`src/rtl/cpu_defs_pkg.sv`:
```
// Shared definitions for the sequencing controller: state encoding, instruction
// field codes, writeback/register select codes and the per-state control decode.
package cpu_defs_pkg;

    typedef enum logic [4:0] {
        S_IDLE,
        S_IF_REQ,
        S_IF_LOAD,
        S_PC_INC,
        S_DECODE,
        S_MOV_IMM,
        S_RD_A,
        S_RD_B,
        S_ALU,
        S_WB,
        S_MEM_ADDR,
        S_ADDR_LD,
        S_MEM_REQ,
        S_LD_WB,
        S_ST_RD,
        S_ST_C,
        S_HALT
    } state_t;

    localparam logic [2:0] OPC_LDR  = 3'b011;
    localparam logic [2:0] OPC_STR  = 3'b100;
    localparam logic [2:0] OPC_ALU  = 3'b101;
    localparam logic [2:0] OPC_MOV  = 3'b110;
    localparam logic [2:0] OPC_HALT = 3'b111;

    localparam logic [1:0] OP_MOV_REG = 2'b00;
    localparam logic [1:0] OP_MOV_IMM = 2'b10;
    localparam logic [1:0] OP_ADD     = 2'b00;
    localparam logic [1:0] OP_CMP     = 2'b01;
    localparam logic [1:0] OP_AND     = 2'b10;
    localparam logic [1:0] OP_MVN     = 2'b11;
    localparam logic [1:0] OP_MEM     = 2'b00;

    localparam logic [1:0] VSEL_MDATA  = 2'b00;
    localparam logic [1:0] VSEL_SXIMM8 = 2'b01;
    localparam logic [1:0] VSEL_PC     = 2'b10;
    localparam logic [1:0] VSEL_C      = 2'b11;

    localparam logic [2:0] NSEL_RN   = 3'b100;
    localparam logic [2:0] NSEL_RD   = 3'b010;
    localparam logic [2:0] NSEL_RM   = 3'b001;
    localparam logic [2:0] NSEL_NONE = 3'b000;

    // Instruction class latched at DECODE; K_MOVR covers both MOV-reg and MVN
    // because they share the single-operand B-only path with asel=1.
    typedef enum logic [2:0] {
        K_MOVI,
        K_MOVR,
        K_ALU,
        K_CMP,
        K_LDR,
        K_STR,
        K_HALT,
        K_ILL
    } cls_t;

    typedef struct packed {
        logic       write;
        logic       loada;
        logic       loadb;
        logic       loadc;
        logic       loads;
        logic       asel;
        logic       bsel;
        logic [1:0] vsel;
        logic [2:0] nsel;
        logic       load_ir;
        logic       load_pc;
        logic       reset_pc;
        logic       addr_sel;
        logic       load_addr;
        logic       mem_req;
        logic       mem_we;
        logic       w;
        logic       halted;
    } ctrl_t;

    function automatic cls_t classify(input logic [2:0] opcode, input logic [1:0] op);
        cls_t k;
        k = K_ILL;
        case (opcode)
            OPC_MOV: begin
                if (op == OP_MOV_IMM)      k = K_MOVI;
                else if (op == OP_MOV_REG) k = K_MOVR;
                else                       k = K_ILL;
            end
            OPC_ALU: begin
                case (op)
                    OP_ADD, OP_AND: k = K_ALU;
                    OP_CMP:         k = K_CMP;
                    OP_MVN:         k = K_MOVR;
                    default:        k = K_ILL;
                endcase
            end
            OPC_LDR:  k = (op == OP_MEM) ? K_LDR : K_ILL;
            OPC_STR:  k = (op == OP_MEM) ? K_STR : K_ILL;
            OPC_HALT: k = K_HALT;
            default:  k = K_ILL;
        endcase
        return k;
    endfunction

    function automatic ctrl_t ctrl_of(input state_t st, input cls_t k);
        ctrl_t c;
        c = '0;
        c.nsel = NSEL_NONE;
        c.vsel = VSEL_MDATA;
        case (st)
            S_IDLE: begin
                c.w        = 1'b1;
                c.reset_pc = 1'b1;
                c.load_pc  = 1'b1;
            end
            S_IF_REQ: begin
                c.addr_sel = 1'b1;
                c.mem_req  = 1'b1;
            end
            S_IF_LOAD: c.load_ir = 1'b1;
            S_PC_INC:  c.load_pc = 1'b1;
            S_MOV_IMM: begin
                c.nsel  = NSEL_RN;
                c.vsel  = VSEL_SXIMM8;
                c.write = 1'b1;
            end
            S_RD_A: begin
                c.nsel  = NSEL_RN;
                c.loada = 1'b1;
            end
            S_RD_B: begin
                c.nsel  = NSEL_RM;
                c.loadb = 1'b1;
            end
            S_ALU: begin
                c.asel = (k == K_MOVR);
                if (k == K_CMP) c.loads = 1'b1;
                else            c.loadc = 1'b1;
            end
            S_WB: begin
                c.nsel  = NSEL_RD;
                c.vsel  = VSEL_C;
                c.write = 1'b1;
            end
            S_MEM_ADDR: begin
                c.bsel  = 1'b1;
                c.loadc = 1'b1;
            end
            S_ADDR_LD: c.load_addr = 1'b1;
            S_ST_RD: begin
                c.nsel  = NSEL_RD;
                c.loadb = 1'b1;
            end
            // Pass B through the ALU (A forced to zero) so C carries the store data.
            S_ST_C: begin
                c.asel  = 1'b1;
                c.loadc = 1'b1;
            end
            S_MEM_REQ: begin
                c.mem_req = 1'b1;
                c.mem_we  = (k == K_STR);
            end
            S_LD_WB: begin
                c.nsel  = NSEL_RD;
                c.vsel  = VSEL_MDATA;
                c.write = 1'b1;
            end
            S_HALT:  c.halted = 1'b1;
            default: c = '0;
        endcase
        return c;
    endfunction

endpackage

```
`src/rtl/mem_wait_timer.sv`:
```
// Counts wait cycles of an outstanding memory request and flags when the
// configured limit has been reached.
module mem_wait_timer #(
    parameter int WAIT_MAX = 15,
    parameter int WCNT_W   = 4
) (
    input  logic clk,
    input  logic reset,
    input  logic clear,
    input  logic enable,
    output logic timeout
);

    localparam logic [WCNT_W-1:0] LIMIT = WCNT_W'(WAIT_MAX);

    logic [WCNT_W-1:0] count;

    // Saturates at LIMIT so a stalled request cannot wrap back to zero.
    always_ff @(posedge clk) begin
        if (reset || clear) begin
            count <= '0;
        end else if (enable && (count != LIMIT)) begin
            count <= count + WCNT_W'(1);
        end
    end

    assign timeout = (count == LIMIT);

endmodule

```
`src/rtl/seq_controller.sv`:
```
// Multi-cycle sequencing controller: fetch, decode and execute of MOV/ALU/LDR/STR
// with bounded memory waits; all strobes are registered decodes of the next state.
module seq_controller
    import cpu_defs_pkg::*;
#(
    parameter int WAIT_MAX = 15,
    parameter int WCNT_W   = 4
) (
    input  logic       clk,
    input  logic       reset,
    input  logic       s,
    input  logic [2:0] opcode,
    input  logic [1:0] op,
    input  logic       mem_rdy,
    output logic       write,
    output logic       loada,
    output logic       loadb,
    output logic       loadc,
    output logic       loads,
    output logic       asel,
    output logic       bsel,
    output logic [1:0] vsel,
    output logic [2:0] nsel,
    output logic       load_ir,
    output logic       load_pc,
    output logic       reset_pc,
    output logic       addr_sel,
    output logic       load_addr,
    output logic       mem_req,
    output logic       mem_we,
    output logic       w,
    output logic       halted,
    output logic       err,
    output logic [4:0] state_dbg
);

    state_t state, next_state;
    cls_t   cls, dec_cls, next_cls;
    ctrl_t  ctrl_q;
    logic   err_set;
    logic   in_req;
    logic   timeout;

    // Handshake: mem_req stays high for the whole request state; mem_rdy is an
    // acknowledge sampled only while in IF_REQ/MEM_REQ and ignored elsewhere.
    assign in_req = (state == S_IF_REQ) || (state == S_MEM_REQ);

    mem_wait_timer #(
        .WAIT_MAX(WAIT_MAX),
        .WCNT_W  (WCNT_W)
    ) u_timer (
        .clk    (clk),
        .reset  (reset),
        .clear  (!in_req || mem_rdy),
        .enable (in_req),
        .timeout(timeout)
    );

    assign dec_cls  = classify(opcode, op);
    assign next_cls = (state == S_DECODE) ? dec_cls : cls;

    always_comb begin
        next_state = state;
        err_set    = 1'b0;
        case (state)
            S_IDLE:    if (s) next_state = S_IF_REQ;
            S_IF_REQ: begin
                if (mem_rdy) begin
                    next_state = S_IF_LOAD;
                end else if (timeout) begin
                    next_state = S_HALT;
                    err_set    = 1'b1;
                end
            end
            S_IF_LOAD: next_state = S_PC_INC;
            S_PC_INC:  next_state = S_DECODE;
            S_DECODE: begin
                case (dec_cls)
                    K_MOVI:                      next_state = S_MOV_IMM;
                    K_MOVR:                      next_state = S_RD_B;
                    K_ALU, K_CMP, K_LDR, K_STR:  next_state = S_RD_A;
                    K_HALT:                      next_state = S_HALT;
                    default: begin
                        next_state = S_HALT;
                        err_set    = 1'b1;
                    end
                endcase
            end
            S_MOV_IMM:  next_state = S_IF_REQ;
            S_RD_A:     next_state = (cls == K_LDR || cls == K_STR) ? S_MEM_ADDR : S_RD_B;
            S_RD_B:     next_state = S_ALU;
            S_ALU:      next_state = (cls == K_CMP) ? S_IF_REQ : S_WB;
            S_WB:       next_state = S_IF_REQ;
            // Stores fetch Rd into B while C still holds the address, latch the
            // address, and only then overwrite C with the store data.
            S_MEM_ADDR: next_state = (cls == K_STR) ? S_ST_RD : S_ADDR_LD;
            S_ST_RD:    next_state = S_ADDR_LD;
            S_ADDR_LD:  next_state = (cls == K_STR) ? S_ST_C : S_MEM_REQ;
            S_ST_C:     next_state = S_MEM_REQ;
            S_MEM_REQ: begin
                if (mem_rdy) begin
                    next_state = (cls == K_LDR) ? S_LD_WB : S_IF_REQ;
                end else if (timeout) begin
                    next_state = S_HALT;
                    err_set    = 1'b1;
                end
            end
            S_LD_WB:    next_state = S_IF_REQ;
            S_HALT:     next_state = S_HALT;
            default:    next_state = S_IDLE;
        endcase
    end

    always_ff @(posedge clk) begin
        if (reset) begin
            state    <= S_IDLE;
            cls      <= K_HALT;
            ctrl_q   <= '0;
            ctrl_q.w <= 1'b1;
            err      <= 1'b0;
        end else begin
            state  <= next_state;
            cls    <= next_cls;
            ctrl_q <= ctrl_of(next_state, next_cls);
            err    <= err | err_set;
        end
    end

    assign write     = ctrl_q.write;
    assign loada     = ctrl_q.loada;
    assign loadb     = ctrl_q.loadb;
    assign loadc     = ctrl_q.loadc;
    assign loads     = ctrl_q.loads;
    assign asel      = ctrl_q.asel;
    assign bsel      = ctrl_q.bsel;
    assign vsel      = ctrl_q.vsel;
    assign nsel      = ctrl_q.nsel;
    assign load_ir   = ctrl_q.load_ir;
    assign load_pc   = ctrl_q.load_pc;
    assign reset_pc  = ctrl_q.reset_pc;
    assign addr_sel  = ctrl_q.addr_sel;
    assign load_addr = ctrl_q.load_addr;
    assign mem_req   = ctrl_q.mem_req;
    assign mem_we    = ctrl_q.mem_we;
    assign w         = ctrl_q.w;
    assign halted    = ctrl_q.halted;
    assign state_dbg = state;

endmodule

```
`config.mk`:
```
export PLATFORM = sky130hd
export DESIGN_NAME = seq_controller
export DESIGN_NICKNAME = d
export VERILOG_FILES = /design/src/rtl/cpu_defs_pkg.sv /design/src/rtl/mem_wait_timer.sv /design/src/rtl/seq_controller.sv
export SDC_FILE = /design/constraint.sdc
export NUM_CORES = 1
export LEC_CHECK = 0
export BUFFER_PORTS_ARGS = -buffer_cell sky130_fd_sc_hd__buf_4
export CORE_MARGIN = 5
export CORE_UTILIZATION = 59
export CTS_BUF_LIST = sky130_fd_sc_hd__clkbuf_4 sky130_fd_sc_hd__clkbuf_8
export CTS_CLUSTER_SIZE = 25
export DETAILED_ROUTE_END_ITERATION = 8
export PLACE_DENSITY_LB_ADDON = 0.08
export SLEW_MARGIN = 20
export SYNTH_ARGS = -nofsm -noshare
export SYNTH_HDL_FRONTEND = slang
export SYNTH_SLANG_ARGS = --single-unit
export TNS_END_PERCENT = 1
```
`constraint.sdc`:
```
create_clock -name clk -period 3.95 [get_ports clk]
set_clock_uncertainty 0.1 [all_clocks]
set_input_delay 0.1975 -clock clk [delete_from_list [all_inputs] [get_ports clk]]
set_output_delay 0.1975 -clock clk [all_outputs]
set_load 0.05 [all_outputs]
```
==> results_dict.tcl, run 1 <==
set metrics [dict create \
    cp-start-kind "flip-flop" \
    grt_max_degree 21 \
    ys.flop_type "dfxtp_1" \
    clockBufferDepth 2 \
    vias 1609 \
    endpoint_kind "flip-flop" \
    first_pass_iters 5 \
    ys_seq_elements 34 \
    synthesis.nets 212 \
    worstSetupPathType "reg2reg" \
    cts_tree "yes" \
    grt_setup_unrepaired "no" \
    syn_inst 202 \
    ys_top_cells_by_area "dfxtp_1, nor2_1, nand2_1, a21oi_1, nand2b_1" \
    maxCapViolations 0 \
    layout.area.seq_um2 681 \
    drive_gt1_frac 0.256 \
    wire_per_inst_um 15.2 \
    yosysUniqueCellTypes 64 \
    avgSynthCellArea_um2 8.87 \
    place_ws_ns 1.44 \
    drc 0 \
    synth_edf_count 0 \
    cts_hold_buf 0 \
    core_um2 2980 \
    path_cells "nor2_1 -> nand3b_1 -> a211oi_1 -> nor2_1 -> nand2b_1 -> and3b_1" \
    grt-ovfl-total 0 \
    routed_wl_mm 4.06 \
    critPathMaxStageDelay_ns 0.77 \
    areaGrowthSynthToFinish_pct 17.5 \
    die_area_um2 4240 \
    crit_top_cell "nor2_1" \
    fillCellCount 235 \
    port_buffers 35 \
    start_util 0.602 \
    ys_seq_area_frac 0.380 \
    fp.dieH_um 65.1 \
    cts_made_buffers 5 \
    grt_pass1_wl_mm 6.75 \
    synth_area_leader_cell "dfxtp_1" \
    yosys-top-cells-count "dfxtp_1, nor2_1, nand2_1, a21oi_1, nand2b_1" \
    setup_tns_ns 0 \
    grt_pass1_vias 1507 \
    post_cts_buffers 0 \
    cts_max_level 2 \
    arrival_ns 2.70 \
    setup_violations 0 \
    cts_resized 0 \
    ant_nets 0 \
    cts.sinks 34 \
    grt_usage 0.204 \
    io_pins 36 \
    holdWs_ns 0.0346 \
    synthesis.area_um2 1790 \
    max_slew_margin 0.547 \
    n_antenna_cell 0 \
    routed_via_density 6.03 \
    clk_latency_ns 0.33 \
    yosysWarnings 0 \
    antenna_found_initial 0 \
    cts_root_buf "clkbuf_4" \
    multi_input_area_um2 1010 \
    synth_top_area_frac 0.380 \
    min_period_over_period 0.653 \
    dp_hpwl_mm 3.06 \
    worst_ep_required_time_ns 4.08 \
    path_max_fanout 20 \
    leakagePower_nw 0.826 \
    fin_cells 267 \
    crit_path_top_delay_cell "dfxtp_1" \
    setup_ws_ns 1.37 \
    final_max_slew_viol_count 0 \
    post-place-cells 260 \
    row_count 20 \
    async_flop_share 0 \
    peakVddDrop_v 0.000263 \
    hold_viol 0 \
    max_freq_mhz 388 \
    p_per_area_nw_per_um2 369 \
    die_w_um 65.1 \
    worst_pin_slew_ns 0.679 \
    nNetsFinal 244 \
    status "completed" \
    clkTransAtPathRegs_ns 0.10 \
    yosysMostFrequentCell "dfxtp_1" \
    layout_min_cycle_time_ns 2.58 \
    initialDrtViolationCount 101 \
    hp-class "in2reg" \
    place.gp.congestion 1.02 \
]
-- cells by family after synthesis --
family,count (synthesis),synth area share
AND/OR/NAND/NOR,101,0.330
AO/OA/AOI/OAI,46,0.216
flip-flops,34,0.380
buffers and inverters,18,0.0566
XOR/XNOR,1,0.00489
multiplexers,1,0.00559
adder cells (fa/ha/maj),1,0.00698
-- critical path, delay by kind of cell, from the launching register on --
| family | cells | cell delay [ns] |
|---|---|---|
| AO/OA/AOI/OAI | 1 | 0.10 |
| flip-flops | 1 | 0.77 |
| AND/OR/NAND/NOR | 5 | 1.50 |
-- where the power goes --
group,internal (W),switching (W)
Combinational,0.0000504,0.0000990
Sequential,0.000354,0.0000159
Clock,0.000147,0.000110
Total,0.000552,0.000225
-- final cells by class --
class	count	area share
well taps	33	0.0196
multi-input cells	150	0.480
flip-flops and latches	34	0.323
repair buffers	35	0.125
clock buffers	6	0.0244
clock inverters	1	0.0143
inverters	8	0.0143
-- per-layer routing --
| metal | track usage | vias up | wire (um) |
|---|---|---|---|
| met2 | 0.333 | 74 | 1900 |
| met1 | 0.251 | 729 | 1710 |
| met4 | 0.0699 | 0 | 72 |
| met5 | 0 | - | 0 |
| met3 | 0.0701 | 10 | 375 |
| li1 | - | 796 | - |
-- final timing paths --
check                   startpoint                to  slack, ns  cells past startpoint
setup / recovery      state_dbg[0]           load_pc       1.37                      6
hold / removal               reset            cls[0]       0.03                      2
setup reg to reg      state_dbg[0]           load_pc       1.37                      6
hold reg to reg   u_timer.count[3]  u_timer.count[3]       0.41                      2
-- metrics by stage --
step | cell area, um2 | total power, W | util
after detailed placement | 2020 | 0.000526 | 0.680
after CTS | 2110 | 0.000780 | 0.707
after floorplan | 1790 | 0.000488 | -
after global placement | 2020 | 0.000523 | 0.680
after global routing | 2110 | 0.000816 | 0.707
final | 2110 | 0.000778 | 0.707
-- sequential cells by signal, indices dropped and copies added, names as in the netlist --
| register | count |
|---|---|
| loada | 1 |
| load_pc | 1 |
| asel | 1 |
| bsel | 1 |
| cls | 3 |
| u_timer.count | 4 |
| load_ir | 1 |
| addr_sel | 1 |
| loadc | 1 |
| halted | 1 |
| err | 1 |
| loadb | 1 |
| loads | 1 |
| state_dbg | 5 |
| nsel | 3 |
| vsel | 2 |
| write | 1 |
| load_addr | 1 |
| reset_pc | 1 |
| w | 1 |
| mem_we | 1 |
| mem_req | 1 |
-- layout by cell type (no fill, tap or decap), drive strengths merged, types with 3 or more instances in the layout --
| cell | instances |
|---|---|
| inv | 8 |
| o21ai | 7 |
| nand2 | 14 |
| nor3 | 3 |
| nor2b | 7 |
| nand3b | 4 |
| nor3b | 3 |
| a21oi | 10 |
| clkbuf | 6 |
| nor2 | 32 |
| nand3 | 6 |
| a211oi | 3 |
| nand2b | 9 |
| o32ai | 3 |
| o211ai | 3 |
| buf | 35 |
| dfxtp | 34 |
| or2 | 3 |
| nor4 | 3 |
No activity file was read; power rests on OpenSTA's default activity.
==> run 2, diff against run 1 <==
Settings changed: CORE_UTILIZATION 59 to 56.
Clock period 3.95 ns to 2.7 ns, I/O delays scaled along.
==> results_dict.tcl, run 2 (same netlist as run 1, synthesis figures left out) <==
set metrics [dict create \
    areaGrowthSynthToFinish_pct 20.1 \
    layout_min_cycle_time_ns 2.40 \
    place.gp.congestion 0.896 \
    io_pins 36 \
    first_pass_iters 4 \
    setup_ws_ns 0.301 \
    cts_tree "yes" \
    arrival_ns 2.54 \
    wl_met1_mm 1.90 \
    final_cell_mix "buf_4, dfxtp_1, nor2_1, nand2_1, a21oi_1" \
    min_period_over_period 0.888 \
    nNetsFinal 248 \
    core_um2 3050 \
    initialDrtViolationCount 142 \
    worst_ep_required_time_ns 2.84 \
    leakagePower_nw 0.844 \
    antenna_found_initial 0 \
    multi_input_area_um2 1010 \
    layout.area.seq_um2 681 \
    cts_made_buffers 5 \
    place_ws_ns 0.375 \
    power_w 0.00115 \
    critPathMaxStageDelay_ns 0.73 \
    status "completed" \
    cts_hold_buf 1 \
    worst_pin_slew_ns 0.616 \
    cp_num_buf_inv 1 \
    endpoint_kind "flip-flop" \
    max_slew_margin 0.589 \
    max_freq_mhz 417 \
    grt_pass1_wl_mm 7.09 \
    start_util 0.587 \
    met2_wirelength_mm 2.13 \
    peakVddDrop_v 0.000272 \
    dp_hpwl_mm 3.26 \
    die_w_um 66.6 \
    largest_reg_flops 5 \
    wl_met3_um 272 \
    crit_path_top_delay_cell "dfxtp_1" \
    n_antenna_cell 0 \
    cp-start-kind "flip-flop" \
    worstSetupPathType "reg2reg" \
    grt-ovfl-total 0 \
    cpLargestDelayFamily "compound AO/OA/AOI/OAI gates" \
    placed_area_um2 2060 \
    grt_max_degree 15 \
    clk_latency_ns 0.33 \
    post_cts_buffers 0 \
    path_cells "inv_2 -> a221oi_1 -> o32ai_1 -> a211oi_4 -> nand3_2 -> o32ai_2" \
    grt_setup_unrepaired "no" \
    grt_pass1_vias 1541 \
    drive_gt1_frac 0.265 \
    post-route-util 0.705 \
    drc 0 \
    maxCapViolations 0 \
    setup_violations 0 \
    layout_commonest_cell "buf_4" \
    dr.max_layer_used "met4" \
    fp.dieH_um 66.6 \
    final_max_slew_viol_count 0 \
    wire_per_inst_um 15.4 \
    clockBufferDepth 2 \
    fillCellCount 258 \
    grt_usage 0.209 \
    clkTransAtPathRegs_ns 0.11 \
    path_max_fanout 14 \
    die_area_um2 4430 \
    hold_viol 0 \
    cts_root_buf "clkbuf_4" \
    ant_nets 0 \
    port_buffers 35 \
    design_area_um2 2150 \
    setup_tns_ns 0 \
    cts_max_level 2 \
    row_count 20 \
    routed_via_density 5.86 \
    p_per_area_nw_per_um2 534 \
    vias 1653 \
    cts_resized 0 \
    cts.sinks 34 \
    hp-class "in2reg" \
    routed_wl_mm 4.34 \
]
[run 2: cell count changes in the layout (fill, tap and decap cells not counted), sizes merged]
cell / previous run / this run
buf: 35 / 38
dlygate4sd3: 0 / 1
[run 2: power by group]
part           total (W)  internal [W]  switching (W)  leakage (nW)
sequential      0.000535      0.000519      0.0000160         0.276
clock           0.000382      0.000215       0.000166        0.0443
combinational   0.000234     0.0000797       0.000154         0.524
[run 2: final cells by class]
class | instances | area share
inverters | 8 | 0.0140
clock buffers | 6 | 0.0238
multi-input cells | 150 | 0.469
well taps | 44 | 0.0256
flip-flops and latches | 34 | 0.316
repair buffers | 39 | 0.137
clock inverters | 1 | 0.0140
[run 2: final timing paths]
path | from | to | slack (ns) | cells after the start
worst min-delay path | mem_rdy | u_timer.count[1] | 0.14 | 3
worst min register to register | err | err | 0.42 | 2
worst max-delay path | state_dbg[1] | asel | 0.30 | 6
worst max register to register | state_dbg[1] | asel | 0.30 | 6
[run 2: per-layer routing]
layer,track usage,vias to the layer above
met5,0,-
met4,0.0508,0
met3,0.0523,5
met2,0.344,77
met1,0.272,771
li1,-,800
[run 2: worst reg2reg max path: cells and delay by family (launching register included)]
kind                   cells  cell delay (ns)
AO/OA/AOI/OAI              4             1.20
flip-flops                 1             0.73
AND/OR/NAND/NOR            1             0.18
buffers and inverters      1             0.10
[run 2: stage by stage]
step | hold slack [ns] | cells
finish | 0.142 | 282
global route | 0.138 | 282
CTS | 0.123 | 282
detailed placement | 0.328 | 274
global placement | 0.332 | 274
floorplan | 0.244 | 202
==> run 3, diff against run 2 <==
Settings changed: CORE_UTILIZATION 56 to 43.
==> results_dict.tcl, run 3 (same netlist as run 1, synthesis figures left out) <==
set metrics [dict create \
    status "completed" \
    cts_resized 0 \
    cts_root_buf "clkbuf_8" \
    hp-class "in2reg" \
    wire_per_inst_um 15.1 \
    setup_ws_ns 0.274 \
    worstSetupPathType "reg2reg" \
    areaGrowthSynthToFinish_pct 20.7 \
    grt_pass1_wl_mm 7.28 \
    switching_share 0.306 \
    clkTransAtPathRegs_ns 0.07 \
    layout_min_cycle_time_ns 2.43 \
    grt_max_degree 15 \
    io_pins 36 \
    power_switching_w 0.000354 \
    nNetsFinal 247 \
    max_freq_mhz 412 \
    post_cts_buffers 0 \
    arrival_ns 2.51 \
    layout.area.seq_um2 681 \
    grt_pass1_vias 1511 \
    initialDrtViolationCount 103 \
    largest_reg_flops 5 \
    p_int_w 0.000802 \
    core_um2 4030 \
    hold_viol 0 \
    vias 1586 \
    combPwrFrac 0.198 \
    p_per_area_nw_per_um2 535 \
    cts_max_level 2 \
    sequentialPowerShare 0.464 \
    first_pass_iters 4 \
    n_antenna_cell 0 \
    power_w 0.00116 \
    post-route-util 0.537 \
    cp-start-kind "flip-flop" \
    power_frac_clock 0.338 \
    fp.dieH_um 74.6 \
    dp_hpwl_mm 3.35 \
    place_ws_ns 0.327 \
    final_max_slew_viol_count 0 \
    holdWs_ns 0.0276 \
    final_cell_mix "buf_4, dfxtp_1, nor2_1, nand2_1, a21oi_1" \
    die_area_um2 5560 \
    worst_pin_slew_ns 0.614 \
    place.gp.congestion 0.924 \
    setup_violations 0 \
    worst_ep_required_time_ns 2.78 \
    grt_setup_unrepaired "no" \
    leakagePower_nw 0.843 \
    clk_latency_ns 0.28 \
    min_period_over_period 0.899 \
    cts_hold_buf 0 \
    max_slew_margin 0.590 \
    port_buffers 35 \
    cts_made_buffers 5 \
    cts.sinks 34 \
    row_count 23 \
    multi_input_area_um2 1010 \
    routed_via_density 5.51 \
    cts_tree "yes" \
    drive_gt1_frac 0.269 \
    start_util 0.445 \
    setup_tns_ns 0 \
    ant_nets 0 \
    clockBufferDepth 2 \
    die_w_um 74.6 \
    path_max_fanout 14 \
    endpoint_kind "flip-flop" \
    drc 0 \
    grt_usage 0.169 \
    routed_wl_mm 4.35 \
    antenna_found_initial 0 \
    peakVddDrop_v 0.000345 \
    fillCellCount 387 \
    grt-ovfl-total 0 \
    maxCapViolations 0 \
    layout_commonest_cell "buf_4" \
]
run 3: power groups by stage:
| stage | logic (W) | registers (W) | clock network, W |
|---|---|---|---|
| finish | 0.000229 | 0.000537 | 0.000391 |
| global route | 0.000245 | 0.000539 | 0.000424 |
| CTS | 0.000229 | 0.000536 | 0.000407 |
| detailed placement | 0.000228 | 0.000548 | 0 |
| global placement | 0.000227 | 0.000547 | 0 |
| floorplan | 0.000119 | 0.000594 | 0 |
run 3: final timing paths:
kind              slack (ns)         start  cells past startpoint       to
hold / removal          0.03         reset                      2   cls[0]
setup / recovery        0.27  state_dbg[3]                      6  load_pc
setup reg to reg        0.27  state_dbg[3]                      6  load_pc
hold reg to reg         0.40           err                      2      err
run 3: routing by layer:
layer	up-vias	part of all wire	GRT usage
met5	-	0	0
met2	27	0.46	0.260
met1	753	0.49	0.234
li1	802	-	-
met4	0	0.0090	0.0415
met3	4	0.044	0.0446
run 3: area by class of cell:
cell class / instances / share of cell area
Clock buffer: 6 / 0.0382
Clock inverter: 2 / 0.00578
Inverter: 8 / 0.0139
Multi-Input combinational cell: 150 / 0.467
Sequential cell: 34 / 0.315
Tap cell: 50 / 0.0289
Timing Repair Buffer: 38 / 0.132
run 3: through the flow:
stage          cells  cell area (um2)
2_1_floorplan    202             1790
3_3_place_gp     280             2070
3_5_place_dp     280             2070
4_1_cts          288             2160
5_1_grt          288             2160
6_report         288             2160
run 3: worst max-delay path, stage by stage (launching register included):
cell	delay (ns)
dfxtp_1	0.64
and3b_1	0.30
a21oi_1	0.10
a2111oi_2	0.56
a311oi_2	0.16
nand3_1	0.25
and3b_1	0.20
